### src/rtl/ysyx_22041071_if_fetch_pkg.sv
// Shared constants and state encoding for the instruction-fetch stage.
package ysyx_22041071_if_fetch_pkg;

   localparam int unsigned   FETCH_ADDR_W   = 64;
   localparam int unsigned   FETCH_INS_W    = 32;
   localparam logic [63:0]   FETCH_RESET_PC = 64'h0000_0000_8000_0000;
   localparam logic [31:0]   FETCH_NOP      = 32'h0000_0013;

   typedef enum logic [1:0] {
      S_IDLE = 2'd0,
      S_REQ  = 2'd1,
      S_WAIT = 2'd2,
      S_HOLD = 2'd3
   } fetch_state_t;

endpackage

### src/rtl/ysyx_22041071_if_fetch.sv
// Instruction-fetch stage: single-outstanding imem requests, presents PC2/Ins1 to
// decode under ready2 backpressure, and squashes wrong-path fetches on redirect.
module ysyx_22041071_if_fetch
   import ysyx_22041071_if_fetch_pkg::*;
#(
   parameter int unsigned           ADDR_W   = FETCH_ADDR_W,
   parameter int unsigned           INS_W    = FETCH_INS_W,
   parameter logic [ADDR_W-1:0]     RESET_PC = ADDR_W'(FETCH_RESET_PC)
) (
   input  logic              clk,
   input  logic              reset,
   input  logic              redirect_valid,
   input  logic [ADDR_W-1:0] redirect_pc,
   input  logic              ready2,
   output logic              valid2,
   output logic [ADDR_W-1:0] PC2,
   output logic [INS_W-1:0]  Ins1,
   output logic              imem_req_valid,
   input  logic              imem_req_ready,
   output logic [ADDR_W-1:0] imem_addr,
   input  logic              imem_rsp_valid,
   input  logic [INS_W-1:0]  imem_rdata
);

   fetch_state_t      state;
   logic [ADDR_W-1:0] pc_r;
   logic              drop_r;

   assign imem_addr = pc_r;

   always_ff @(posedge clk or posedge reset) begin
      if (reset) begin
         state          <= S_IDLE;
         pc_r           <= RESET_PC;
         drop_r         <= 1'b0;
         valid2         <= 1'b0;
         PC2            <= RESET_PC;
         Ins1           <= INS_W'(FETCH_NOP);
         imem_req_valid <= 1'b0;
      end else begin
         unique case (state)
            S_IDLE: begin
               if (redirect_valid) pc_r <= redirect_pc;
               state          <= S_REQ;
               imem_req_valid <= 1'b1;
            end
            S_REQ: begin
               if (redirect_valid) pc_r <= redirect_pc;
               if (imem_req_ready) begin
                  // A redirect alongside acceptance makes the in-flight fetch wrong-path.
                  state          <= S_WAIT;
                  drop_r         <= redirect_valid;
                  imem_req_valid <= 1'b0;
               end
            end
            S_WAIT: begin
               if (imem_rsp_valid) begin
                  drop_r <= 1'b0;
                  if (drop_r || redirect_valid) begin
                     if (redirect_valid) pc_r <= redirect_pc;
                     state          <= S_REQ;
                     imem_req_valid <= 1'b1;
                  end else begin
                     Ins1   <= imem_rdata;
                     PC2    <= pc_r;
                     valid2 <= 1'b1;
                     pc_r   <= pc_r + ADDR_W'(4);
                     state  <= S_HOLD;
                  end
               end else if (redirect_valid) begin
                  drop_r <= 1'b1;
                  pc_r   <= redirect_pc;
               end
            end
            S_HOLD: begin
               // A redirect with the handshake means the held instruction is the jump itself.
               if (redirect_valid || ready2) begin
                  if (redirect_valid) pc_r <= redirect_pc;
                  valid2         <= 1'b0;
                  state          <= S_REQ;
                  imem_req_valid <= 1'b1;
               end
            end
         endcase
      end
   end

   rsp_only_in_wait: assert property (@(posedge clk) disable iff (reset)
      imem_rsp_valid |-> state == S_WAIT);

   valid2_held: assert property (@(posedge clk) disable iff (reset)
      (valid2 && !ready2 && !redirect_valid) |=> valid2);

endmodule

### config.mk
export PLATFORM = sky130hd
export DESIGN_NAME = ysyx_22041071_if_fetch
export DESIGN_NICKNAME = d
export VERILOG_FILES = /design/src/rtl/ysyx_22041071_if_fetch_pkg.sv /design/src/rtl/ysyx_22041071_if_fetch.sv
export SDC_FILE = /design/constraint.sdc
export NUM_CORES = 1
export LEC_CHECK = 0
export CAP_MARGIN = 20
export CORE_AREA = 3 3 140 156
export CTS_CLUSTER_DIAMETER = 120
export DETAILED_ROUTE_END_ITERATION = 12
export DIE_AREA = 0 0 143 159
export DONT_BUFFER_PORTS = 1
export HOLD_SLACK_MARGIN = 0.02
export PLACE_DENSITY = 0.54
export SLEW_MARGIN = 20
export SYNTH_ARGS = -nofsm -noshare
export SYNTH_HDL_FRONTEND = slang
export SYNTH_SLANG_ARGS = --single-unit
export TNS_END_PERCENT = 50
### constraint.sdc
create_clock -name clk -period 6.44 [get_ports clk]
set_input_delay 0 -clock clk [delete_from_list [all_inputs] [get_ports clk]]
set_output_delay 0 -clock clk [all_outputs]
set_load 0.02 [all_outputs]
==> results_dict.tcl <==
set metrics [dict create \
    cap_violations 0 \
    cts_resized 0 \
    max_stage_delay_ns 0.60 \
    worstSetupStartpointType "flop" \
    crit_required_ns 6.76 \
    critical_path.most_common_cell "a21oi_1" \
    path_clk_slew_ns 0.08 \
    end_kind "flop" \
    nNetsFinal 1151 \
    drcViolationCount 0 \
    clkPwrFrac_pct 29.0 \
    dp_hpwl_um 17790 \
    p_int_mw 2.132 \
    status "finished clean" \
    synth_area_um2 8128 \
    slew_headroom_pct 26.42 \
    setup_viol 0 \
    yosysWarnings 0 \
    pwr-share-seq_pct 55.3 \
    dpl_cell_area_um2 8335 \
    cp_cell_sequence "nor2_1, nand3_4, nor2_2, buf_4, nand2_1, a21oi_1, a21oi_1, dlygate4sd3_1" \
    cts_root_buffer "clkbuf_16" \
    dr.pass1.iters 5 \
    timing.critical_path.arrival_ns 3.68 \
    htreeDepth 4 \
    grt_pass1_wl_um 42270 \
    routed_wl_um 27200 \
    final_cell_mix "350 x nand2_1, 160 x dfrtp_1, 119 x dlygate4sd3_1" \
    finalHoldViolations 0 \
    synthArstFlopShare_pct 100.0 \
    chipWidth_um 143 \
    first_global_vias 7418 \
    grt.total_usage_pct 23.41 \
    power.density_nw_per_um2 353.4 \
    vdd_drop_max_mv 0.2159 \
    final.min_clock_period_ns 3.358 \
    setup_tns_ns 0 \
    hold_path.class "in2reg" \
    cts-buffers-inserted 17 \
    max_freq_mhz 297.8 \
    fp.dieArea_um2 22740 \
    gp_congestion 0.8354 \
    routed_via_density 5.634 \
    multi_input_area_um2 3762 \
    crit_type "reg2reg" \
    ant_nets 0 \
    syn_area_per_cell_um2 8.592 \
    synth_nets 1052 \
    critPathLaunch "drop_r$_DFFE_PP0P_" \
    hold_path_depth 3 \
    ys_seq_area_share_pct 50.88 \
    ys_ff_latch 165 \
    layout_commonest_cell "nand2_1" \
    min_period_over_period_pct 52.14 \
    cts_tree "yes" \
    gr-total-overflow 0 \
    ios 264 \
    core_region_area_um2 20440 \
    ctsLongestPathBuffers 2 \
    ff2ff_path_depth 8 \
    nFillCells 1942 \
    start_util_pct 39.77 \
    synth_edf_count 0 \
    ys_types 71 \
    final_area_um2 10150 \
    drtIter0Drc 470 \
    seqCellArea_um2 4135 \
    path_max_fanout 26 \
    clk-insertion-delay-late_ns 0.44 \
    cpMaxStageDelayCell "nor2_2" \
    leakage_nw 4.634 \
    drive_gt1_share_pct 7.278 \
    switchingPower_mw 1.455 \
    rsz0062_at_grt "false" \
    swShare_pct 40.56 \
    vias 7415 \
    grt_max_degree 106 \
    antenna_found_initial 2 \
    finalMaxSlewViolations 0 \
    syn-instance-count 946 \
    p_comb_share_pct 15.6 \
    port-buffer-count 0 \
    worstHoldStart "imem_rsp_valid" \
    utilization_pct 49.65 \
    wl_per_cell_um 20.67 \
    syn2layout_area_growth_pct 24.86 \
    final.setup.worst_slack_ns 3.082 \
    power_mw 3.587 \
    synth_ff_type "dfrtp_1" \
    numClockSinks 165 \
    pre_cts_ws_ns 3.499 \
    skew_ns 0.01357 \
    timing.rr.start "drop_r$_DFFE_PP0P_" \
    fp.dieH_um 159 \
    placementRows 55 \
    tightestPinTransition_ns 1.104 \
]
==> worst paths after layout <==
| kind | endpoint | slack (ns) |
|---|---|---|
| min in group asynchronous | Ins1[23]$_DFFE_PP0P_ | 0.29 |
| max reg2reg | imem_addr[30]$_DFFE_PP0N_ | 3.08 |
| min | PC2[37]$_DFFE_PP0P_ | 0.03 |
| max in group asynchronous | imem_addr[29]$_DFFE_PP0N_ | 4.76 |
| max | imem_addr[30]$_DFFE_PP0N_ | 3.08 |
| min reg2reg | PC2[31]$_DFFE_PP1P_ | 0.52 |
==> layout make-up <==
| cell class | count | area share (%) |
|---|---|---|
| diodes | 2 | 0.04932 |
| clock buffers | 17 | 4.192 |
| clock inverters | 15 | 1.615 |
| inverters | 14 | 0.5671 |
| multi-input cells | 719 | 37.07 |
| flip-flops and latches | 165 | 40.75 |
| well taps | 256 | 3.156 |
| repair buffers | 128 | 12.60 |
==> sequential cells by signal (all words and copies together) (netlist names) <==
name            flops
Ins1               32
PC2                64
drop_r              1
imem_addr          64
imem_req_valid      1
state               2
valid2              1
==> timing repair <==
item | in CTS | in global routing
setup buffers | 0 | 0
hold buffers | 120 | 0
endpoints found under the hold margin | 200 | 0
==> cells by family after synthesis <==
| kind of cell | count (synthesis) | share of synthesized area, % |
|---|---|---|
| compound gates | 142 | 12.16 |
| xor+xnor | 3 | 0.3233 |
| fa+ha+maj | 4 | 0.6158 |
| buf+inv | 62 | 3.002 |
| flops | 165 | 50.88 |
| mux | 18 | 2.263 |
| simple gates | 552 | 30.76 |
==> cell usage after synthesis, drive strengths merged, types with 5 or more instances <==
cell type	number	area share, %
o22ai	11	0.85
and2	8	0.62
and3	12	0.92
nor2	68	3.2
a21oi	36	2.2
o311ai	5	0.63
o21ai	29	1.8
nand2	350	16
nor4	6	0.80
o221ai	6	0.72
or3	6	0.46
dfrtp	160	49
nand4	22	2.2
nand3	37	2.4
buf	9	0.54
clkbuf	39	1.8
inv	13	0.60
dfstp	5	1.6
mux2i	15	1.8
and4	13	1.4
a221o	8	0.99
o221a	6	0.83
nor3	19	1.4
==> through the flow <==
stage | instances | hold WS [ns]
after floorplan | 946 | 0.08308
after global placement | 1162 | 0.09021
after detailed placement | 1162 | 0.09813
after CTS | 1314 | 0.02190
after global routing | 1316 | 0.03640
final | 1316 | 0.02847
==> per-layer routing <==
layer / wire (um) / GRT usage (%)
met1: 11650 / 30.32
met5: 0 / 0
met2: 12980 / 38.48
met3: 2008 / 5.888
met4: 561 / 7.303
==> power groups by stage <==
| stage | sequential (mW) | clock, mW | combinational, mW |
|---|---|---|---|
| 2_1_floorplan | 1.89 | 0 | 0.401 |
| 3_3_place_gp | 2.01 | 0 | 0.459 |
| 3_5_place_dp | 2.01 | 0 | 0.473 |
| 4_1_cts | 1.99 | 1.06 | 0.559 |
| 5_1_grt | 2.03 | 1.10 | 0.651 |
| 6_report | 1.98 | 1.04 | 0.560 |
==> critical path: cells and delay by family, from the launching register on <==
family | cells | cell delay (ns)
flops | 1 | 0.49
buf+inv | 2 | 0.91
simple gates | 4 | 1.58
compound gates | 2 | 0.25
(Power assumes the default switching activity.)
